--- src/rtl/can_pkg.sv ---
// Shared definitions for the CAN 2.0A bit-serial controllers: receiver state
// encoding, CRC polynomial, field widths and error codes.
package can_pkg;

  localparam int CAN_ID_W      = 11;
  localparam int CAN_DLC_W     = 4;
  localparam int CAN_MAX_BYTES = 8;
  localparam int CAN_EOF_LEN   = 7;

  localparam logic [14:0] CAN_CRC_POLY = 15'h4599;

  localparam logic [1:0] CAN_ERR_NONE  = 2'b00;
  localparam logic [1:0] CAN_ERR_STUFF = 2'b01;
  localparam logic [1:0] CAN_ERR_CRC   = 2'b10;
  localparam logic [1:0] CAN_ERR_FORM  = 2'b11;

  typedef enum logic [3:0] {
    IDLE,
    ID,
    CTRL,
    DATA,
    CRC,
    CRC_DEL,
    ACK,
    ACK_DEL,
    EOF,
    ERR_WAIT
  } can_rx_state_t;

  // Payload length in bytes: remote frames carry none, DLC above 8 saturates.
  function automatic logic [3:0] can_n_bytes(input logic rtr, input logic [3:0] dlc);
    if (rtr) return 4'd0;
    return (dlc > 4'd8) ? 4'd8 : dlc;
  endfunction

endpackage

--- src/rtl/can_crc15.sv ---
// CAN CRC-15 accumulator, one bit per enabled clock. Asserting clr together
// with en restarts the sequence and folds din in as its first bit.
module can_crc15
  import can_pkg::*;
(
  input  logic        clk,
  input  logic        rst,
  input  logic        clr,
  input  logic        en,
  input  logic        din,
  output logic [14:0] crc
);

  logic [14:0] base;
  logic [14:0] stepped;

  // NOTE: every variable written here gets a value before any branch, so no latch is inferred.
  always_comb begin
    base    = clr ? '0 : crc;
    stepped = {base[13:0], 1'b0} ^ ((din ^ base[14]) ? CAN_CRC_POLY : 15'h0000);
  end

  // NOTE: sequential state uses non-blocking assignments so all registers update from pre-edge values.
  always_ff @(posedge clk or negedge rst) begin
    if (!rst)     crc <= '0;
    else if (en)  crc <= stepped;
    else if (clr) crc <= '0;
  end

endmodule

--- src/rtl/can_rx.sv ---
// CAN 2.0A base-frame receiver, one bus bit per clk: destuffing, field
// reassembly, CRC-15 and form checks. Define CAN_RX_ACK_EN to drive ack_out.
module can_rx
  import can_pkg::*;
(
  input  logic                 clk,
  input  logic                 rst,
  input  logic                 bit_in,
  output logic [CAN_ID_W-1:0]  RX_ID,
  output logic                 RX_RTR,
  output logic [CAN_DLC_W-1:0] RX_DLC,
  output logic [7:0]           RX_DATA [CAN_MAX_BYTES],
  output logic                 RX_VALID,
  output logic                 RX_BUSY,
  output logic                 RX_ERR,
  output logic [1:0]           RX_ERR_CODE,
  output logic                 ack_out
);

  can_rx_state_t state, state_nxt;

  logic [5:0]           bit_cnt;
  logic                 last_bit;
  logic [2:0]           run_len, run_len_nxt;
  logic                 sof, in_stuff_zone, is_stuff, take;
  logic [CAN_ID_W-1:0]  id_sr;
  logic                 rtr_r;
  logic [CAN_DLC_W-1:0] dlc_r, dlc_full;
  logic [3:0]           n_bytes, n_bytes_now;
  logic                 data_last;
  logic [7:0]           data_buf [CAN_MAX_BYTES];
  logic [13:0]          crc_sr;
  logic [14:0]          crc_calc, crc_rx_full;
  logic                 crc_bad;
  logic                 crc_en;
  logic [1:0]           err_code;
  logic                 frame_done;

  assign sof           = (state == IDLE) && !bit_in;
  assign in_stuff_zone = state inside {ID, CTRL, DATA, CRC};
  assign is_stuff      = in_stuff_zone && (run_len == 3'd5);
  assign take          = in_stuff_zone && !is_stuff;
  assign run_len_nxt   = (!is_stuff && bit_in == last_bit) ? run_len + 3'd1 : 3'd1;

  assign crc_en      = sof || (take && (state inside {ID, CTRL, DATA}));
  assign dlc_full    = {dlc_r[CAN_DLC_W-2:0], bit_in};
  assign n_bytes_now = can_n_bytes(rtr_r, dlc_full);
  assign n_bytes     = can_n_bytes(rtr_r, dlc_r);
  assign data_last   = ({1'b0, bit_cnt[5:3]} + 4'd1 == n_bytes) && (bit_cnt[2:0] == 3'b111);
  assign crc_rx_full = {crc_sr, bit_in};

  can_crc15 u_crc (
    .clk (clk),
    .rst (rst),
    .clr (sof),
    .en  (crc_en),
    .din (bit_in),
    .crc (crc_calc)
  );

  always_ff @(posedge clk or negedge rst) begin
    if (!rst) state <= IDLE;
    else      state <= state_nxt;
  end

  // Error and completion decode for the bit being sampled this cycle.
  always_comb begin
    err_code   = CAN_ERR_NONE;
    frame_done = 1'b0;
    if (is_stuff && bit_in == last_bit) begin
      err_code = CAN_ERR_STUFF;
    end else begin
      case (state)
        CTRL:         if (take && bit_cnt == 6'd1 && bit_in) err_code = CAN_ERR_FORM;
        CRC_DEL, EOF: if (!bit_in) err_code = CAN_ERR_FORM;
        ACK_DEL: begin
          if (!bit_in)      err_code = CAN_ERR_FORM;
          else if (crc_bad) err_code = CAN_ERR_CRC;
        end
        default: ;
      endcase
    end
    if (state == EOF && bit_in && bit_cnt == 6'(CAN_EOF_LEN - 1)) frame_done = 1'b1;
  end

  always_comb begin
    state_nxt = state;
    if (err_code != CAN_ERR_NONE) begin
      state_nxt = ERR_WAIT;
    end else begin
      case (state)
        IDLE:     if (!bit_in) state_nxt = ID;
        ID:       if (take && bit_cnt == 6'(CAN_ID_W - 1)) state_nxt = CTRL;
        CTRL:     if (take && bit_cnt == 6'd6) state_nxt = (n_bytes_now == 4'd0) ? CRC : DATA;
        DATA:     if (take && data_last) state_nxt = CRC;
        // After the 15th CRC bit a trailing stuff bit may still be owed.
        CRC: begin
          if (is_stuff) begin
            if (bit_cnt == 6'd15) state_nxt = CRC_DEL;
          end else if (bit_cnt == 6'd14 && run_len_nxt != 3'd5) begin
            state_nxt = CRC_DEL;
          end
        end
        CRC_DEL:  state_nxt = ACK;
        ACK:      state_nxt = ACK_DEL;
        ACK_DEL:  state_nxt = EOF;
        EOF:      if (frame_done) state_nxt = IDLE;
        ERR_WAIT: if (bit_in && bit_cnt == 6'(CAN_EOF_LEN - 1)) state_nxt = IDLE;
        default:  state_nxt = IDLE;
      endcase
    end
  end

  always_ff @(posedge clk or negedge rst) begin
    if (!rst) begin
      bit_cnt     <= '0;
      last_bit    <= 1'b1;
      run_len     <= '0;
      id_sr       <= '0;
      rtr_r       <= 1'b0;
      dlc_r       <= '0;
      crc_sr      <= '0;
      crc_bad     <= 1'b0;
      RX_ID       <= '0;
      RX_RTR      <= 1'b0;
      RX_DLC      <= '0;
      RX_VALID    <= 1'b0;
      RX_BUSY     <= 1'b0;
      RX_ERR      <= 1'b0;
      RX_ERR_CODE <= CAN_ERR_NONE;
      // NOTE: the byte buffers are reset because unreceived bytes must read 0.
      for (int i = 0; i < CAN_MAX_BYTES; i++) begin
        data_buf[i] <= '0;
        RX_DATA[i]  <= '0;
      end
    end else begin
      if (state_nxt != state)                                bit_cnt <= '0;
      else if (take || state == EOF || (state == ERR_WAIT && bit_in)) bit_cnt <= bit_cnt + 6'd1;
      else if (state == ERR_WAIT)                            bit_cnt <= '0;

      if (sof) begin
        last_bit <= 1'b0;
        run_len  <= 3'd1;
        crc_bad  <= 1'b0;
        for (int i = 0; i < CAN_MAX_BYTES; i++) data_buf[i] <= '0;
      end else if (in_stuff_zone) begin
        last_bit <= bit_in;
        run_len  <= run_len_nxt;
      end

      if (take) begin
        case (state)
          ID:   id_sr <= {id_sr[CAN_ID_W-2:0], bit_in};
          CTRL: begin
            if (bit_cnt == 6'd0)  rtr_r <= bit_in;
            if (bit_cnt >= 6'd3)  dlc_r <= dlc_full;
          end
          DATA: data_buf[bit_cnt[5:3]] <= {data_buf[bit_cnt[5:3]][6:0], bit_in};
          CRC: begin
            crc_sr <= crc_rx_full[13:0];
            if (bit_cnt == 6'd14) crc_bad <= (crc_rx_full != crc_calc);
          end
          default: ;
        endcase
      end

      RX_VALID <= frame_done;
      RX_ERR   <= (err_code != CAN_ERR_NONE);
      RX_BUSY  <= !(state_nxt inside {IDLE, ERR_WAIT});
      if (err_code != CAN_ERR_NONE) RX_ERR_CODE <= err_code;
      else if (sof)                 RX_ERR_CODE <= CAN_ERR_NONE;

      if (frame_done) begin
        RX_ID   <= id_sr;
        RX_RTR  <= rtr_r;
        RX_DLC  <= dlc_r;
        RX_DATA <= data_buf;
      end
    end
  end

`ifdef CAN_RX_ACK_EN
  // Dominant for exactly the ACK slot that follows a good CRC and delimiter.
  always_ff @(posedge clk or negedge rst) begin
    if (!rst) ack_out <= 1'b1;
    else      ack_out <= !(state == CRC_DEL && bit_in && !crc_bad);
  end
`else
  assign ack_out = 1'b1;
`endif

endmodule

--- config.mk ---
export PLATFORM = sky130hd
export DESIGN_NAME = can_rx
export DESIGN_NICKNAME = d
export VERILOG_FILES = /design/src/rtl/can_pkg.sv /design/src/rtl/can_crc15.sv /design/src/rtl/can_rx.sv
export SDC_FILE = /design/constraint.sdc
export NUM_CORES = 1
export LEC_CHECK = 0
export BUFFER_PORTS_ARGS = -buffer_cell sky130_fd_sc_hd__buf_2
export CORE_MARGIN = 2
export CORE_UTILIZATION = 50
export DETAILED_ROUTE_END_ITERATION = 10
export GPL_TIMING_DRIVEN = 1
export PLACE_DENSITY = 0.67
export RECOVER_POWER = 25
export SYNTH_ARGS = -nofsm -noshare
export SYNTH_HDL_FRONTEND = slang
export SYNTH_SLANG_ARGS = --single-unit
export TNS_END_PERCENT = 10
--- constraint.sdc ---
create_clock -name clk -period 3.8 [get_ports clk]
set_input_delay 0.76 -clock clk [delete_from_list [all_inputs] [get_ports clk]]
set_output_delay 0.76 -clock clk [all_outputs]
set_load 0.1 [all_outputs]
=== After elaboration in Yosys (flattened, before gate mapping) ===
Cells that the tools add are included.

* Memories: 0
* Input bits: 3
* Latch bits: 0
* Bits in read-only memories: 0
* Word-level logic and storage cells: 157
* Output and inout bits: 86
* Bits in registers: 209
* Bits in writable memories: 0

* Reduce and logical (&&, ||, !) cells: 40
* Add/subtract/negate cells: 3
* Multipliers: 0
* Mux-type cells: 51
* Shift operators: 0
* Magnitude comparators: 5
* Eq/ne operators: 22
* Bitwise gates (word level): 3
* Divide/modulo/power cells: 0

{| class="wikitable"
|+ Operator list
! cell !! count
|-
| 2-to-1 mux 64 bit || 3
|-
| bitwise mux 64 bit || 1
|-
| 2-to-1 mux 4 bit || 15
|-
| 2-to-1 mux 15 bit || 3
|-
| case mux 4 bit (10 select lines) || 1
|-
| binary-select mux 8 bit (select 3 bit) || 1
|-
| demux 8 bit (select 3 bit) || 1
|-
| equality test 6 x 4 -> 1 bit, second input constant || 3
|-
| logical AND 1 bit || 18
|-
| 2-to-1 mux 6 bit || 3
|-
| equality test 4 x 3 -> 1 bit, second input constant || 4
|-
| != test 15 bit || 1
|-
| XOR 15 bit || 1
|-
| 2-to-1 mux 2 bit || 7
|-
| 2-to-1 mux 7 bit || 2
|-
| equality test 4 bit, second input constant || 3
|-
| logical NOT 4 bit || 3
|-
| 2-to-1 mux 3 bit || 4
|-
| equality test 4 x 2 -> 1 bit, second input constant || 2
|-
| > comparator 4 bit, second input constant || 2
|-
| 2-to-1 mux 1 bit || 8
|-
| 2-to-1 mux 8 bit || 1
|-
| nonzero test 2 bit || 4
|-
| adder 6 x 1 -> 6 bit, second input constant || 1
|-
| other kinds (24) || 32
|}

=== Depth between registers and ports, before layout ===
* Depth after elaboration: 15
* Mapped depth: 10
* Mapped depth without buffers: 9

=== Hierarchy ===
Synthesis repeated with hierarchy kept, for this count alone.

* Cells, all modules: 955
* Area total of the unflattened synthesis: 9361.5 µm²

{| class="wikitable"
|+ Modules (own cells, without submodules)
! module !! area an instance (µm²) !! cells an instance !! instances !! seq. area each (µm²)
|-
| can_rx || 8644.5 || 886 || 1 || 4855.9
|-
| can_crc15 || 716.9 || 69 || 1 || 375.4
|}

=== Worst setup path after synthesis ===
OpenSTA, ideal clock, no wires.

* Path type: reg2reg
* From: reg run_len[0]
* To: reg RX_BUSY
* Period minus slack after synthesis: 2.810 ns
* Setup time: 0.138 ns
* Data required time: 3.662 ns
* Path slack: 0.990 ns
* Buffers on the path: 1
* Arrival: 2.672 ns
* Cell stages (with the launch flop): 9
* Path through: dfrtp_1 > ha_1 > and2_4 > buf_6 > or4b_4 > or3b_4 > a221oi_2 > a21boi_2 > or4_1

* Cells in the longest elaborated chain, start to end: 14
* Elaborated cells on any way between the ends: 30
* Classes of those cells: add/sub: 1; eq/ne: 3; mux: 11; reduce/logical: 15

{| class="wikitable"
|+ Ends and longest elaborated chain
! what !! RTL line !! RTL
|-
| start, declared || can_rx.sv:24 || <nowiki>logic [2:0] run_len, run_len_nxt;</nowiki>
|-
| start signal, assigned || can_rx.sv:148 || <nowiki>run_len <= run_len_nxt;</nowiki>
|-
| parallel branches: the longest is 10 deep, another holds adder 3 x 1 -> 3 bit || - ||
|-
| 2-to-1 mux 4 bit * || can_rx.sv:88 || <nowiki>if (err_code != CAN_ERR_NONE) begin</nowiki>
|-
| net state_nxt[1] || can_rx.sv:20 || <nowiki>can_rx_state_t state, state_nxt;</nowiki>
|-
| equality test 4 bit or logical NOT 4 bit (tied branches) || can_rx.sv:169 || <nowiki>RX_BUSY <= !(state_nxt inside {IDLE, ERR_WAIT});</nowiki>
|-
| nonzero test 2 bit * || can_rx.sv:169 ||
|-
| logical NOT 1 bit * || can_rx.sv:169 ||
|-
| end signal, assigned || can_rx.sv:169 ||
|-
| end, declared || can_rx.sv:14 || <nowiki>output logic RX_BUSY,</nowiki>
|}

Mark *: on every way through the listed nets, which the timed path passes.
A chain may end at the register's enable or synchronous reset.

=== Final worst setup path ===
* From: reg state[1]
* To: reg RX_BUSY

* Cells in the longest elaborated chain, start to end: 15
* Elaborated cells on any way between the ends: 47
* Classes of those cells: eq/ne: 11; mux: 16; reduce/logical: 20

{| class="wikitable"
|+ Ends and longest elaborated chain
! what !! RTL line !! RTL
|-
| start, declared || can_rx.sv:20 ||
|-
| start signal, assigned || can_rx.sv:63 || <nowiki>else state <= state_nxt;</nowiki>
|-
| equality test 4 x 1 -> 1 bit, or another cell as far along || can_rx.sv:40, can_rx.sv:91 ||
|-
| nonzero test 4 bit || can_rx.sv:40 || <nowiki>assign in_stuff_zone = state inside {ID, CTRL, DATA, CRC};</nowiki>
|-
| logical AND 1 bit || can_rx.sv:41 || <nowiki>assign is_stuff = in_stuff_zone && (run_len == 3'd5);</nowiki>
|-
| logical NOT 1 bit || can_rx.sv:42, can_rx.sv:43 ||
|-
| logical AND 1 bit, on equally long branches || can_rx.sv:43, can_rx.sv:42 ||
|-
| 2-to-1 mux 3 bit or logical AND 1 bit (tied branches) || can_rx.sv:43, can_rx.sv:74 ||
|-
| != test 3 bit or logical AND 1 bit (tied branches) || can_rx.sv:100, can_rx.sv:74 ||
|-
| logical AND 1 bit or 2-to-1 mux 2 bit (tied branches) || can_rx.sv:100, can_rx.sv:74 ||
|-
| 2-to-1 mux 4 bit or case mux 2 bit (3 select lines) (tied branches) || can_rx.sv:100, can_rx.sv:73 ||
|-
| 2-to-1 mux 4 bit or 2-to-1 mux 2 bit (tied branches) || can_rx.sv:98, can_rx.sv:70 ||
|-
| case mux 4 bit (10 select lines) or nonzero test 2 bit (tied branches) || can_rx.sv:91, can_rx.sv:88 ||
|-
| 2-to-1 mux 4 bit * || can_rx.sv:88 ||
|-
| net state_nxt[1] || can_rx.sv:20 ||
|-
| equality test 4 bit or logical NOT 4 bit (tied branches) || can_rx.sv:169 ||
|-
| nonzero test 2 bit * || can_rx.sv:169 ||
|-
| logical NOT 1 bit * || can_rx.sv:169 ||
|}

The timed path passes the listed nets; every way through them passes the cells marked *.

==> flow_metrics.env <==
export IMPL_slew_headroom_pct=-39.9
export IMPL_wl_per_cell_um=17.5
export IMPL_die_y_um=140
export IMPL_cts_root_buf="clkbuf_16"
export IMPL_cts_buffer_depth=3
export IMPL_status="finished with violations"
export IMPL_vias_per_cell=5.59
export IMPL_synth_top_cell_by_area="dfrtp_1"
export IMPL_grt_pass1_wl_mm=35.5
export IMPL_synth_nets=925
export IMPL_wl_mm=21.5
export IMPL_fin_nets=997
export IMPL_synth_compound_area_share_pct=9.29
export IMPL_path_cells="or4b_2 > nor3_2 > a311oi_1 > and3b_1 > a21boi_2 > or4_1"
export IMPL_crit_fanout=20
export IMPL_async_reset_ff_share_pct=100
export IMPL_finClkSkew_ns=0.0189
export IMPL_synth_top_cell_area_share_pct=56.2
export IMPL_antenna_found_initial=0
export IMPL_gr_total_overflow=0
export IMPL_synth_xor_area_share_pct=2.46
export IMPL_power_total_w=0.00745
export IMPL_htree_levels=1
export IMPL_power_leakage_nw=5.41
export IMPL_nFillCells=1593
export IMPL_ys_seq_elements=209
export IMPL_syn_avg_cell_area_um2=10.1
export IMPL_drc=7
export IMPL_die_area_mm2=0.0196
export IMPL_start_kind="register"
export IMPL_fin_util_pct=58.9
export IMPL_hold_path_class="reg -> reg"
export IMPL_drt_initial_drc_count=615
export IMPL_path_delay_family="simple AND/OR/NAND/NOR gates"
export IMPL_vdd_drop_max_uv=578
export IMPL_gp_congestion=0.891
export IMPL_synthTopCellsByArea="dfrtp_1 (56%), nand2_1 (9.3%), mux2_2 (5.1%), o21ai_0 (4.7%), nand3_1 (4.5%)"
export IMPL_area_delta_synth_final_pct=15.0
export IMPL_tns_ns=0
export IMPL_cap_violations=1
export IMPL_postRouteAntennaNets=0
export IMPL_first_global_vias=6618
export IMPL_clk_pin_slew_worst_paths_ns=0.06
export IMPL_synth_main_ff_cell="dfrtp_1"
export IMPL_firstDrtPassIters=8
export IMPL_violations="DRC, capacitance limit, slew limit"
export IMPL_synthAdderAreaFrac_pct=1.08
export IMPL_arrival_ns=3.38
export IMPL_place_inst=1190
export IMPL_yosysUniqueCellTypes=64
export IMPL_synth_simple_area_share_pct=19.5
export IMPL_hold_viol_final=0
export IMPL_setup_viol=0
export IMPL_slew_viol_final=83
export IMPL_io_pins=89
export IMPL_syn_area_mm2=0.00927
export IMPL_cts_setup_buffers=0
export IMPL_cts_made_buffers=23
export IMPL_clkSinkCount=209
export IMPL_start_util_pct=51.2
export IMPL_cpMaxStageDelayCell="or4b_2"
export IMPL_max_freq_ghz=0.331
export IMPL_ys_warn_count=0
export IMPL_synth_edf_count=0
export IMPL_groute_usage_overall_pct=22.3
export IMPL_syn_inst=914
export IMPL_layout_min_cycle_time_ns=3.02
export IMPL_grt_max_degree=84
export IMPL_cts_tree="built"
export IMPL_synth_top_family_by_area="simple AND/OR/NAND/NOR gates"
export IMPL_ctsResizeCount=0
export IMPL_dp_hpwl_mm=14.4
export IMPL_synth_mux_area_fraction_pct=8.34
export IMPL_crit_required_ns=4.17
export IMPL_portBuffers=87
export IMPL_hold_buffers=0
export IMPL_clk_latency_ns=0.51
export IMPL_crit_path_end_kind="register"
export IMPL_core_mm2=0.0181
export IMPL_period_share_pct=79.4
export IMPL_vias=6883
export IMPL_tightestPinTransition_ns=2.10
export IMPL_synth_seq_area_share_pct=56.5
export IMPL_cp_num_buf_inv=0
export IMPL_final_cells=1231
export IMPL_critical_path_class="reg -> reg"
export IMPL_rows=49
export IMPL_fp_dieW_um=140
export IMPL_max_stage_delay_ns=0.71
export IMPL_cellPowerDensity_mw_per_mm2=699
export IMPL_layout_drive_gt1_share_pct=20.4
export IMPL_rsz0062_at_grt="false"
export IMPL_antennaDiodeCount=0
tightest hold or removal path, stage by stage (launching register included):
cell and delay [ns]:
dfrtp_1 0.33, nand2_1 0.05, nand2_1 0.05
Yosys cell counts (3+ instances only):
master,instances
nand2_1,230
dfrtp_1,208
o21ai_0,87
nand3_1,84
clkbuf_1,42
mux2_2,42
nor2_1,20
a21oi_1,18
xnor2_1,17
nor3_1,14
mux2i_1,12
inv_1,11
xor2_1,9
ha_1,8
mux4_2,8
nor2b_1,7
nor4_1,7
a22o_1,6
buf_1,6
nand4_1,5
a311oi_1,4
and2_1,4
and3_1,4
a21o_1,3
a221oi_1,3
a22oi_1,3
buf_2,3
nand2b_1,3
nor3b_1,3
or4b_2,3
through the flow:
| stage | hold slack (ns) | cell area, um^2 | setup slack, ns |
|---|---|---|---|
| after floorplan | 0.433 | 9270 | 0.990 |
| after global placement | 0.453 | 9920 | 0.696 |
| after detailed placement | 0.457 | 9920 | 0.668 |
| after CTS | 0.313 | 10700 | 0.811 |
| after global routing | 0.490 | 10700 | 0.584 |
| final | 0.465 | 10700 | 0.781 |
flip-flops by register name, indices dropped and copies added (netlist names):
| signal | flops |
|---|---|
| bit_cnt | 6 |
| RX_ERR_CODE | 2 |
| RX_ID | 11 |
| RX_RTR | 1 |
| run_len | 3 |
| RX_DLC | 4 |
| last_bit | 1 |
| state | 4 |
| dlc_r | 4 |
| data_buf | 64 |
| crc_sr | 14 |
| RX_ERR | 1 |
| RX_VALID | 1 |
| rtr_r | 1 |
| u_crc.crc | 15 |
| RX_DATA | 64 |
| crc_bad | 1 |
| id_sr | 11 |
| RX_BUSY | 1 |
power breakdown:
| part | switching (W) | leakage (nW) | internal [W] |
|---|---|---|---|
| Combinational | 0.00166 | 2.48 | 0.000588 |
| Clock | 0.000868 | 0.371 | 0.00132 |
| Sequential | 0.000360 | 2.55 | 0.00266 |
per-layer routing:
metal | global-route usage (%) | vias to the layer above | share of wire, %
li1 | - | 3323 | -
met1 | 32.2 | 3352 | 46
met2 | 36.4 | 177 | 48
met3 | 3.32 | 31 | 4.4
met4 | 4.41 | 0 | 1.6
met5 | 0 | - | 0
kinds of logic (layout without fill, tap and decap cells):
family          Yosys count  in the layout
simple gates            399            399
flops                   209            209
compound gates          144            144
buf+inv                  65            153
mux                      62             62
xor+xnor                 26             26
fa+ha+maj                 8              8
other cells               1              1
final cells by class:
type / count / area [um^2] / area share (%)
clock buffer: 36 / 694 / 6.51
tap: 229 / 287 / 2.69
timing repair buffer: 101 / 566 / 5.31
multi-input combinational: 640 / 3790 / 35.5
clock inverter: 5 / 53.8 / 0.505
sequential: 209 / 5230 / 49.1
inverter: 11 / 41.3 / 0.387
worst paths after layout:
path,from,endpoint,cells past startpoint,slack [ns]
max,state[1],RX_BUSY,6,0.78
min,RX_DATA[36],RX_DATA[36],2,0.46
max reg2reg,state[1],RX_BUSY,6,0.78
min reg2reg,RX_DATA[36],RX_DATA[36],2,0.46
max in group asynchronous,rst,RX_DATA[8],2,1.54
min in group asynchronous,rst,RX_DATA[43],1,0.83
cells in the final DEF, fill, tap and decap left out, types with 14 or more instances in the layout:
master / Yosys / final
a21oi_1: 18 / 18
buf_2: 3 / 86
clkbuf_16: 0 / 23
dfrtp_1: 208 / 208
mux2_2: 42 / 42
nand2_1: 230 / 230
nand3_1: 84 / 82
nor2_1: 20 / 20
nor3_1: 14 / 14
o21ai_0: 87 / 87
xnor2_1: 17 / 17
Note: power is estimated with default switching activity, not from simulation.
